--- src/rtl/alu_pkg.sv ---
// alu_pkg: command codes, ALU op encodings and controller FSM states shared by
// the ALU sequencing controller and its command decoder.
package alu_pkg;

    typedef enum logic [2:0] {
        CMD_AND = 3'd0,
        CMD_OR  = 3'd1,
        CMD_ADD = 3'd2,
        CMD_SUB = 3'd3,
        CMD_SLT = 3'd4,
        CMD_NOR = 3'd5,
        CMD_CMP = 3'd6,
        CMD_MUL = 3'd7
    } cmd_e;

    // Bit 3 is the ALU's B-invert/carry-in select; NOR also needs AInvert=1.
    localparam logic [3:0] ALU_AND = 4'b0000;
    localparam logic [3:0] ALU_SLT = 4'b0001;
    localparam logic [3:0] ALU_OR  = 4'b0010;
    localparam logic [3:0] ALU_ADD = 4'b0100;
    localparam logic [3:0] ALU_SUB = 4'b1100;
    localparam logic [3:0] ALU_NOR = 4'b1000;

    typedef enum logic [1:0] {
        IDLE     = 2'd0,
        ISSUE    = 2'd1,
        MUL_STEP = 2'd2,
        DONE     = 2'd3
    } state_e;

endpackage

--- src/rtl/alu_cmd_decode.sv ---
// alu_cmd_decode: maps a controller command code onto the ALU op and AInvert
// controls; purely combinational.
module alu_cmd_decode
    import alu_pkg::*;
(
    input  logic [2:0] cmd_op,
    output logic [3:0] alu_op,
    output logic       a_invert
);

    always_comb begin
        alu_op   = ALU_AND;
        a_invert = 1'b0;
        case (cmd_op)
            CMD_OR:           alu_op = ALU_OR;
            CMD_ADD, CMD_MUL: alu_op = ALU_ADD;
            CMD_SUB, CMD_CMP: alu_op = ALU_SUB;
            CMD_SLT:          alu_op = ALU_SLT;
            CMD_NOR: begin
                alu_op   = ALU_NOR;
                a_invert = 1'b1;
            end
            default: ;
        endcase
    end

endmodule

--- src/rtl/alu_seq_ctrl.sv ---
// alu_seq_ctrl: command/response controller for an external 16-bit ALU, with a
// multi-cycle shift-and-add multiply that reuses the ALU's ADD path.
module alu_seq_ctrl
    import alu_pkg::*;
#(
    parameter int WIDTH = 16,
    parameter int CNT_W = 4
) (
    input  logic             Clock,
    input  logic             ResetN,
    input  logic             CmdValid,
    output logic             CmdReady,
    input  logic [2:0]       CmdOp,
    input  logic [WIDTH-1:0] CmdA,
    input  logic [WIDTH-1:0] CmdB,
    output logic             RspValid,
    input  logic             RspReady,
    output logic [WIDTH-1:0] RspData,
    output logic             RspZero,
    output logic             RspOverflow,
    output logic             RspCarry,
    output logic             Busy,
    output logic [WIDTH-1:0] AluA,
    output logic [WIDTH-1:0] AluB,
    output logic             AluAInvert,
    output logic [3:0]       AluOp,
    input  logic [WIDTH-1:0] AluResult,
    input  logic             AluZero,
    input  logic             AluOverflow,
    input  logic             AluCarryOut
);

    state_e           state, state_nxt;
    logic             run;
    logic [WIDTH-1:0] acc, m, q;
    logic [CNT_W-1:0] cnt;
    logic             ovf;
    logic [3:0]       dec_op;
    logic             dec_inv;
    logic             accept, is_mul, step_last, ovf_nxt;
    logic [WIDTH-1:0] acc_nxt, m_sh, q_sh;

    alu_cmd_decode u_decode (
        .cmd_op   (CmdOp),
        .alu_op   (dec_op),
        .a_invert (dec_inv)
    );

    // run keeps CmdReady low while reset is held and for the release cycle.
    assign CmdReady  = run & ((state == IDLE) | ((state == DONE) & RspReady));
    assign RspValid  = state == DONE;
    assign Busy      = state != IDLE;
    assign accept    = CmdValid & CmdReady;
    assign is_mul    = CmdOp == CMD_MUL;
    assign q_sh      = q >> 1;
    assign m_sh      = m << 1;
    assign acc_nxt   = q[0] ? AluResult : acc;
    assign step_last = (q_sh == '0) || (cnt == CNT_W'(WIDTH - 1));
    // Product bits lost either as an ADD carry or as a set bit shifted out of M
    // while multiplier bits remain.
    assign ovf_nxt   = ovf | (q[0] & AluCarryOut) | (m[WIDTH-1] & (q_sh != '0));

    always_ff @(posedge Clock or negedge ResetN) begin
        if (!ResetN) state <= IDLE;
        else         state <= state_nxt;
    end

    always_comb begin
        state_nxt = state;
        case (state)
            IDLE:     state_nxt = accept ? (is_mul ? MUL_STEP : ISSUE) : IDLE;
            ISSUE:    state_nxt = DONE;
            MUL_STEP: state_nxt = step_last ? DONE : MUL_STEP;
            DONE:     state_nxt = accept ? (is_mul ? MUL_STEP : ISSUE) : (RspReady ? IDLE : DONE);
            default:  state_nxt = IDLE;
        endcase
    end

    always_ff @(posedge Clock or negedge ResetN) begin
        if (!ResetN) begin
            run         <= 1'b0;
            acc         <= '0;
            m           <= '0;
            q           <= '0;
            cnt         <= '0;
            ovf         <= 1'b0;
            AluA        <= '0;
            AluB        <= '0;
            AluOp       <= '0;
            AluAInvert  <= 1'b0;
            RspData     <= '0;
            RspZero     <= 1'b0;
            RspOverflow <= 1'b0;
            RspCarry    <= 1'b0;
        end else begin
            run <= 1'b1;
            if (accept) begin
                // MUL primes the ALU with Acc=0 and M=CmdA so the first step is valid at once.
                AluA       <= is_mul ? '0 : CmdA;
                AluB       <= is_mul ? CmdA : CmdB;
                AluOp      <= dec_op;
                AluAInvert <= dec_inv;
                acc        <= '0;
                m          <= CmdA;
                q          <= CmdB;
                cnt        <= '0;
                ovf        <= 1'b0;
            end else if (state == ISSUE) begin
                RspData     <= AluResult;
                RspZero     <= AluZero;
                RspOverflow <= AluOverflow;
                RspCarry    <= AluCarryOut;
            end else if (state == MUL_STEP) begin
                acc  <= acc_nxt;
                m    <= m_sh;
                q    <= q_sh;
                cnt  <= cnt + 1'b1;
                ovf  <= ovf_nxt;
                AluA <= acc_nxt;
                AluB <= m_sh;
                if (step_last) begin
                    RspData     <= acc_nxt;
                    RspZero     <= acc_nxt == '0;
                    RspOverflow <= ovf_nxt;
                    RspCarry    <= 1'b0;
                end
            end
        end
    end

endmodule

--- config.mk ---
export PLATFORM = sky130hd
export DESIGN_NAME = alu_seq_ctrl
export DESIGN_NICKNAME = d
export VERILOG_FILES = /design/src/rtl/alu_pkg.sv /design/src/rtl/alu_cmd_decode.sv /design/src/rtl/alu_seq_ctrl.sv
export SDC_FILE = /design/constraint.sdc
export NUM_CORES = 1
export LEC_CHECK = 0
export BUFFER_PORTS_ARGS = -buffer_cell sky130_fd_sc_hd__buf_2
export CAP_MARGIN = 20
export CORE_MARGIN = 3
export CORE_UTILIZATION = 49
export CTS_CLUSTER_DIAMETER = 150
export DETAILED_ROUTE_END_ITERATION = 8
export PLACE_DENSITY_LB_ADDON = 0.2
export RECOVER_POWER = 25
export SYNTH_ARGS = -nofsm -noshare
export SYNTH_HDL_FRONTEND = slang
export SYNTH_SLANG_ARGS = --single-unit
--- constraint.sdc ---
create_clock -name Clock -period 1.8 [get_ports Clock]
set_input_delay 0.36 -clock Clock [delete_from_list [all_inputs] [get_ports Clock]]
set_output_delay 0.36 -clock Clock [all_outputs]
set_load 0.01 [all_outputs]
# Yosys cells after proc, flatten, opt, wreduce, memory -nomap -nowiden
# Index checks and enable logic that the tools add are counted.
# Widths: inputs -> output; s select.
[totals] register_bits=112 latch_bits=0 ram_bits=0 romBits=0 in_bits=58 output_inout_bits=59 word_cells=90 memories=0
[op_classes] add_sub_neg=1 n_mul=0 div=0 order_cmp=0 eq_ne=12 shift=0 muxes=40 bitwise=9 n_reduce_logical=13
[ops] op="$mux 16" n=17
[ops] op="$logic_not 16->1" n=2
[ops] op="$pmux 4 s5" n=1
[ops] op="$reduce_bool 16->1" n=1
[ops] op="$mux 1" n=14
[ops] op="$eq 3x3->1 const B" n=4
[ops] op="$mux 4" n=3
[ops] op="$mux 2" n=4
[ops] op="$pmux 2 s4" n=1
[ops] op="$reduce_bool 2->1" n=4
[ops] op="$eq 3x2->1 const B" n=2
[ops] op="$and 1x1->1" n=5
[ops] op="$add 4x1->4 const B" n=1
[ops] op="$eq 2x2->1 const B" n=2
[ops] op="$eq 4x4->1 const B" n=1
[ops] op="$reduce_or 2->1" n=2
[ops] op="$eq 3x1->1 const B" n=1
[ops] op="$or 1x1->1" n=3
[ops] op="$reduce_and 3->1" n=1
[ops] op="$eq 2x1->1 const B" n=1
[ops] op="$logic_not 2->1" n=1
[ops] op="$ne 2x2->1 const B" n=1
[ops] op="$reduce_and 2->1" n=1
[ops] op="$logic_or 1x1->1" n=1
[ops] op="$not 1->1" n=1

# Longest topological paths before layout
# Gate-level depths: netlist of the first run.
[logic_depth] word_depth=7 depth_mapped=8 mapped_depth_nobuf=6

# Modules after synthesis
# From an unflattened synthesis of the first run, not the netlist that was laid out.
[hier_totals] cells_unflattened=478 area_unflattened_um2=5454.0
[modules_own_cells] mod="alu_seq_ctrl" instances=1 cells_each=471 area_each_um2=5406.4
[modules_own_cells] mod="alu_cmd_decode" instances=1 cells_each=7 area_each_um2=47.5

# Worst setup path after synthesis of the first run
# Ideal clock, no wire load.
[synth_path] path_kind="register to register" startpoint="register state[1]" endpoint="register RspData[10]" setup_time_ns=0.127 arrival_ns=1.758 t_required_ns=1.673 setup_slack_ns=-0.086 stages_incl_launch_ff=7 path_buffers=1 synth_period_minus_slack_ns=1.886 path_cell_list="dfrtp_1 -> inv_1 -> ha_1 -> nor2_1 -> buf_2 -> mux2_1 -> mux2_1"
[synth_via] elab_chain_len=7 elab_cells_between_ends=13 cone_classes="3 x eq/ne; 1 x mux; 5 x bitwise; 4 x reduce/logical"
[synth_lines] item="start, declared" line="alu_seq_ctrl.sv:33" text="state_e state, state_nxt;"
[synth_lines] item="start signal, assigned" line="alu_seq_ctrl.sv:65" text="else state <= state_nxt;"
[synth_lines] item="$eq 2x2->1" line="alu_seq_ctrl.sv:50" text="assign CmdReady = run & ((state == IDLE) | ((state == DONE) & RspReady));"
[synth_lines] item="$and 1x1->1" line="alu_seq_ctrl.sv:50"
[synth_lines] item="$or 1x1->1" line="alu_seq_ctrl.sv:50"
[synth_lines] item="$and 1x1->1" line="alu_seq_ctrl.sv:50"
[synth_lines] item="$and 1x1->1" line="alu_seq_ctrl.sv:53" text="assign accept = CmdValid & CmdReady;"
[synth_lines] item="$not 1->1 (no source line)"
[synth_lines] item="$reduce_and 3->1 (no source line)"
[synth_lines] item="end signal, assigned" line="alu_seq_ctrl.sv:109" text="RspData <= AluResult;"
[synth_lines] item="end signal, assigned" line="alu_seq_ctrl.sv:122" text="RspData <= acc_nxt;"
[synth_lines] item="end, declared" line="alu_seq_ctrl.sv:18" text="output logic [WIDTH-1:0] RspData,"
# Several ways; a longest one is shown, not always the timed one.
# A chain may end at the register's enable or synchronous reset.

# Worst setup path after layout of the first run
[layout_path] startpoint="register state[0]" endpoint="register cnt[2]"
[layout_via] elab_chain_len=7 elab_cells_between_ends=12 cone_classes="4 x eq/ne; 1 x mux; 4 x bitwise; 3 x reduce/logical"
[layout_lines] item="$eq 2x2->1" line="alu_seq_ctrl.sv:50"
[layout_lines] item="$and 1x1->1" line="alu_seq_ctrl.sv:50"
[layout_lines] item="$or 1x1->1" line="alu_seq_ctrl.sv:50"
[layout_lines] item="$and 1x1->1" line="alu_seq_ctrl.sv:50"
[layout_lines] item="$and 1x1->1" line="alu_seq_ctrl.sv:53"
[layout_lines] item="$ne 2x2->1 (no source line) / $reduce_bool 2->1 (equally long branches)"
[layout_lines] item="$reduce_and 2->1 (no source line)"
[layout_lines] item="end signal, assigned" line="alu_seq_ctrl.sv:117" text="cnt <= cnt + 1'b1;"
[layout_lines] item="end, declared" line="alu_seq_ctrl.sv:36" text="logic [CNT_W-1:0] cnt;"
# Several ways; a longest one is shown, not always the timed one.

==> metrics, run 1 <==
Slew headroom 0.290; Row Count 37; DP Worst Slack -0.135 ns; Ys Warns 0; share of cells above drive strength 1 0.569; #FFs+latches synth 112; CTS tree done; WHS 0.246 ns; Power Density 1620 mW/mm^2; number of global-route vias before repair 5038; post-synthesis mux area share 0.139; Initial Util 0.515; dominant combinational cell family by area after synthesis compound AO/OA/AOI/OAI gates; DRT antenna net count 0; area leader, netlist dfrtp_1; Syn Area/Cell 11.8 sq um; Tmin final 2.07 ns; num ports ~120; Clock Path Buffers 2; max-slew violation count 0; compound-cell area share of the yosys netlist 0.231; RSZ-0062 raised after global routing yes; placed wire-length estimate 10700 um; slew at the pin closest to its max-slew limit 1.06 ns; Leakage Power 0.00383 uW; first-pass GRT wire length 27500 um; final clock skew 0.0195 ns; number of port buffers 116; Root Driver clkbuf_8; ys async rst share 1.00; DRC Markers 0; wire per inst 28.3 um; CP Capture Type flip-flop; WL final 22500 um; Final setup violation count 104; Die Span Y approximately 110 um; period utilisation layout 1.15; routed vias/inst about 6.8; Max Cap Viol 0; cells taking the most area after synthesis dfrtp_1 (52%), mux2_1 (8.7%), a2bb2oi_1 (7.3%), o22ai_1 (5.6%), mux2i_1 (3.9%); simple-gate share of the synthesized area 0.0567; die area 0.0123 sq mm; Worst Setup Start Kind flip-flop; Mapped Area 0.00541 sq mm; CP Data Required Time 2.08 ns; Achievable Freq 0.484 GHz; post-synthesis instance total 458; prevailing post-synth register cell dfrtp_1; initial drt markers around 420; Crit Path Max Fanout 8; failing checks negative setup slack; gr ovfl total 0; Setup Crit Path Kind flip-flop to flip-flop; gr usage total 0.280; final estimated routing congestion in global placement 0.824; Post-synth EDFFs 0; # nets final 718; VDD IR max roughly 0.83 mV; n_diodes 0; Synth Area in Adders 0.0139; worst skew pair latency 0.40 ns; unique cell type count in the Yosys netlist 51; TritonCTS Buffers 9; final cell count without fillers 795; Detailed Routing Iterations Pass 1 5; Hold Path Class input port to flip-flop; final hold vios 0; Synth-to-Final Area Change 59.8%; clk slew on worst S/H paths 0.12 ns; CTS sink cnt 112; share of the synthesized area in the top cell type 0.518; status finished with violations; initial antenna violation count 0; chip width 111 um; largest net degree at the start of global routing 46; placed instance count 732; CTS H-Tree Depth 3; post-synthesis xor/xnor area fraction 0.00162; PnR worst setup slack -0.268 ns; routed vias 5370; Worst Path Arrival 2.34 ns; register area share after synthesis 0.518; core area 0.0105 sq mm; final core occ 0.823; Synth Net Count ~520
==> logic make-up after synthesis <==
kind of cell	Yosys count
buffers and inverters	46
adder cells (fa/ha/maj)	6
flip-flops	112
AND/OR/NAND/NOR	63
XOR/XNOR	1
multiplexers	69
other	1
AO/OA/AOI/OAI	160
==> worst max-delay path, cell delays in order (launching register included) <==
cell	delay, ns
dfrtp_1	0.46
inv_2	0.13
ha_4	0.16
buf_6	0.09
a21o_1	0.10
buf_4	0.12
nand3_4	0.11
buf_12	0.19
buf_12	0.14
buf_16	0.13
a21oi_1	0.20
o22ai_1	0.11
==> timing repair <==
action / 4_1_cts / 5_1_grt
pin swaps: 39 / 58
hold buffers: 1 / 0
setup buffers: 19 / 13
gates resized for setup: 66 / 149
endpoints found under the hold margin: 33 / 0
endpoints found under the setup margin: 81 / 108
cloned: 12 / 10
==> area by class of cell <==
| cell class | count | area [sq um] |
|---|---|---|
| Fill cell | 500 | 1860 |
| Timing Repair Buffer | 220 | 1990 |
| Tap cell | 136 | 170 |
| Clock buffer | 9 | 124 |
| Clock inverter | 7 | 56.3 |
| Sequential cell | 112 | 2800 |
| Inverter | 10 | 37.5 |
| Multi-Input combinational cell | 301 | 3460 |
==> cell usage in the layout, fill, tap and decap left out, types with 6 or more instances in the layout <==
cell type,n
buf_2,113
nand2_1,19
inv_1,6
a2bb2oi_2,42
mux2_1,39
clkbuf_16,7
clkbuf_8,9
mux2i_1,21
o22ai_2,14
buf_12,17
buf_16,10
buf_4,52
o22ai_4,30
a221o_1,13
a21o_1,15
buf_6,12
mux2_2,6
nor4_1,7
buf_8,6
dfrtp_1,111
nor2_4,15
==> synthesized netlist by cell type (8+ instances only) <==
| master | instances |
|---|---|
| a2bb2oi_1 | 45 |
| buf_2 | 18 |
| nor4_1 | 8 |
| o22ai_1 | 48 |
| nor2_1 | 17 |
| mux2_1 | 42 |
| mux2i_1 | 21 |
| clkbuf_1 | 10 |
| nand2_1 | 19 |
| inv_1 | 9 |
| dfrtp_1 | 112 |
| a21o_1 | 15 |
| a221o_1 | 13 |
==> through the flow <==
step	cell area, sq um	power (uW)	setup TNS (ns)
floorplan	5420	7280	0
global placement	6630	9310	-0.530
detailed placement	6630	9460	-4.25
CTS	7580	11700	-3.19
global route	8640	14600	-21.07
finish	8640	14000	-16.10
==> flip-flops by register name, indices dropped and copies added (netlist names) <==
name / flops
RspCarry: 1
state: 2
RspData: 16
RspOverflow: 1
AluA: 16
ovf: 1
acc: 16
AluB: 16
m: 16
AluAInvert: 1
run: 1
AluOp: 4
cnt: 4
q: 16
RspZero: 1
==> routing by layer <==
layer / part of all wire / global-route usage / routed length (um) / vias up
met3: 0.085 / 0.0453 / 1900 / 103
met2: 0.48 / 0.442 / 10800 / 375
met1: 0.38 / 0.388 / 8450 / 2706
met4: 0.057 / 0.112 / 1270 / 0
met5: 0 / 0 / 0 / -
li1: - / - / - / 2186
==> worst paths after layout <==
kind	start	end	slack, ns	cells past startpoint
min in group asynchronous	ResetN	RspData[11]	0.68	2
min	CmdOp[0]	AluOp[0]	0.25	2
max	state[0]	cnt[2]	-0.27	11
max in group asynchronous	ResetN	AluB[11]	0.13	3
max reg2reg	state[0]	cnt[2]	-0.27	11
min reg2reg	RspData[13]	RspData[13]	0.50	1
==> where the power goes <==
group          switching [uW]  total, uW  internal (uW)
clock network             987       1510            521
registers                1180       4820           3640
logic                    3570       7690           4130
No activity file was read; power rests on OpenSTA's default activity.
==> run 2, diff against run 1 <==
--- a/config.mk
+++ b/config.mk
@@ -15,4 +15,5 @@
 export RECOVER_POWER = 25
 export SYNTH_ARGS = -nofsm -noshare
 export SYNTH_HDL_FRONTEND = slang
+export SYNTH_HIERARCHICAL = 1
 export SYNTH_SLANG_ARGS = --single-unit
==> run 2 against run 1 <==
Net effect:
- the flow still finishes with violations (negative setup slack)
- total power is 2.8% lower
- utilization shrank 3.2 points
- largest power group unchanged
- synthesized area grew 0.83%
- non-clock buffer count decreased by 4
- synthesized cell count rose by 4.4%
- register-to-register slack improved by 0.09 ns
- count of clock-buffer cells in the layout stayed put
==> metrics, run 2 <==
status finished with violations; failing checks negative setup slack; gr usage total 0.258 (-0.0218); VDD IR max 0.811 mV (-2.8%); Tmin final 2.00 ns (-0.0682 ns); post-synthesis instance total 478 (+4.4%); Clock Path Buffers 2 (unchanged); Mapped Area 0.00545 sq mm (+0.83%); slew at the pin closest to its max-slew limit 0.630 ns (-0.434 ns); share of the synthesized area in the top cell type 0.514 (-0.00428); commonest non-fill, non-tap cells in the layout buf_2 (113), dfrtp_1 (110), buf_4 (52); # nets final 730 (+1.7%); final core occ 0.790 (-0.0323); WHS 0.253 ns (+0.00720 ns); Power Density 1630 mW/mm^2 (+0.73%); #FFs+latches synth 112 (unchanged); hold wc startpoint CmdA[12]; area leader, netlist dfrtp_1; Post-synth EDFFs 0 (unchanged); Setup Crit Path Kind flip-flop to primary output; chip width 112 um (+0.39%); CP peak stage delay 0.44 ns (-0.02 ns); Most Frequent Cell on Critical Path buf_6; unique cell type count in the Yosys netlist 46 (-9.8%); Slew headroom 0.577 (+0.287); routed vias 5556 (+3.5%); Synth top cells by count dfrtp_1 (112), mux2_2 (47), o22ai_1 (47); most common cell after layout, fill and taps aside buf_2; Max Cap Viol 0 (unchanged); Initial Util 0.517 (+0.00201); largest net degree at the start of global routing 44 (-4.3%); Synth Net Count 542 (+3.8%); CP Capture Type primary output; prevailing post-synth register cell dfrtp_1; storage element area 0.00281 sq mm (about the same); simple-gate share of the synthesized area 0.0723 (+0.0156); Worst Path Arrival 1.64 ns (-0.70 ns); final estimated routing congestion in global placement 0.867 (+5.3%); CTS tree done; register area share after synthesis 0.514 (-0.00428); DRT antenna net count 0 (unchanged); post-synthesis xor/xnor area fraction 0.00161 (-0.0000134); FF-to-FF setup slack -0.18 ns (+0.09 ns); die area 0.0124 sq mm (+0.78%); Syn Area/Cell 11.4 sq um (-3.4%); Detailed Routing Iterations Pass 1 6 (+1); DRC Markers 0 (unchanged); placed wire-length estimate 11100 um (+3.7%); worst path buffer plus inverter count 3 (-3); wire per inst 26.4 um (-6.6%); TritonCTS Buffers 9 (unchanged); gr ovfl total 0 (unchanged); Row Count 37 (unchanged); worst skew pair latency 0.39 ns (about the same); core area 0.0106 sq mm (+0.44%); initial drt markers 598 (+43%); Hold EP AluA[12]; share of cells above drive strength 1 0.583 (+0.0137); RSZ-0062 raised after global routing yes; Achievable Freq 0.500 GHz (+3.4%); period utilisation layout 1.11 (-0.0379); top sig layer met4; n_diodes 0 (unchanged); compound-cell area share of the yosys netlist 0.229 (-0.00168); Cell Chain, Critical Path inv_2 > ha_4 > a21o_1 > buf_6 > and2_4 > buf_6; Crit-path slowest cell dfrtp_2; routed vias/inst 6.88 (+1.9%); most frequent cell after synthesis dfrtp_1; Synth-to-Final Area Change 52.9%; Die Span Y 112 um (+0.39%); reg2reg path depth 8 (-3); Synth Area in Adders 0.0138 (-0.000115); Root Driver clkbuf_8; Worst Setup Start Kind flip-flop; Ys Warns 6 (+6); met2 wire len 9920 um (-8.4%); CTS sink cnt 112 (unchanged); met3 routed WL 1990 um (+4.7%); initial antenna violation count 0 (unchanged); Leakage Power 0.00374 uW (-2.2%); CP Data Required Time 1.44 ns (-0.64 ns); first-pass GRT wire length 25900 um (-5.8%); # fillers 549 (+9.8%); WL final 21300 um (-5.2%); Hold Path Cell Cnt 2 (unchanged); num ports 117 (unchanged); ys async rst share 1.00 (unchanged); final hold vios 0 (unchanged); Hold Path Class input port to flip-flop; clk slew on worst S/H paths 0.12 ns (about the same); Crit Path Max Fanout 3 (-5); cells taking the most area after synthesis dfrtp_1 (51%), mux2_2 (9.7%), a2bb2oi_1 (7.2%), o22ai_1 (5.4%), mux2i_1 (3.3%); post-synthesis mux area share 0.130 (-0.00872); RR Startpoint state[1]; max-slew violation count 0 (unchanged); number of global-route vias before repair 4939 (-2.0%); RR Endpoint AluA[6]; Top delay family on crit path flip-flops; PnR worst setup slack -0.200 ns (+0.0682 ns); number of port buffers 116 (unchanged); dominant combinational cell family by area after synthesis compound AO/OA/AOI/OAI gates; final clock skew 0.0152 ns (-0.00423 ns); Multi-input gate area 0.00336 sq mm (-3.0%); Final setup violation count 105 (+0.96%); DP Worst Slack -0.179 ns (-0.0441 ns); CTS H-Tree Depth 3 (unchanged); met1 WL 8590 um (+1.7%)
## run 2: cell count changes in the layout (fill, tap and decap cells not counted), sizes merged, moves of 5 or more
cell,delta
buf,-8
nand2,+8
a21oi,+5
a221o,-5
nor2,-5
o21ai,+5
## run 2: layer usage
metal,vias up,global-route usage
li1,2226,-
met1,2809,0.378
met2,436,0.398
met3,85,0.0473
met4,0,0.0681
met5,-,0
## run 2: metrics by stage
| stage | area (sq um) | setup TNS [ns] | power [uW] | instances |
|---|---|---|---|---|
| finish | 8340 | -9.15 | 13600 | 807 |
| global route | 8340 | -13.48 | 14100 | 807 |
| CTS | 7100 | -0.658 | 11300 | 781 |
| detailed placement | 6600 | -3.42 | 9310 | 750 |
| global placement | 6600 | -1.03 | 9180 | 750 |
| floorplan | 5460 | 0 | 7280 | 478 |
## run 2: logic make-up after synthesis
family,Yosys count
AND/OR/NAND/NOR,78
adder cells (fa/ha/maj),6
multiplexers,65
buffers and inverters,48
flip-flops,112
AO/OA/AOI/OAI,167
other,1
XOR/XNOR,1
## run 2: layout make-up
cell class | count | share of cell area
Inverter | 8 | 0.00405
Clock buffer | 9 | 0.0148
Multi-Input combinational cell | 319 | 0.402
Timing Repair Buffer | 216 | 0.214
Tap cell | 136 | 0.0204
Clock inverter | 7 | 0.00855
Sequential cell | 112 | 0.336
## run 2: worst max-delay path by stage
stage                        start          end  slack (ns)  cells past startpoint
after floorplan           state[0]         m[1]        0.01                      7
after global placement    state[1]  RspData[12]       -0.04                      6
after detailed placement  state[1]      AluA[9]       -0.18                      6
after CTS                 state[1]     CmdReady       -0.16                      6
final                     state[1]     CmdReady       -0.20                      6
after global routing          q[5]  RspData[15]       -0.22                      6
## run 2: repair_timing
| action | in CTS | in global routing |
|---|---|---|
| cloned | 1 | 18 |
| resized for setup | 44 | 158 |
| pin swaps | 6 | 22 |
| endpoints found under the hold margin | 19 | 0 |
| hold buffers | 1 | 0 |
| endpoints found under the setup margin | 82 | 105 |
| setup buffers | 13 | 10 |
## run 2: report_power, final
part | leakage, uW | switching [uW] | internal (uW)
registers | 0.00134 | 1120 | 3630
logic | 0.00231 | 3320 | 3990
clock network | 0.0000916 | 931 | 645
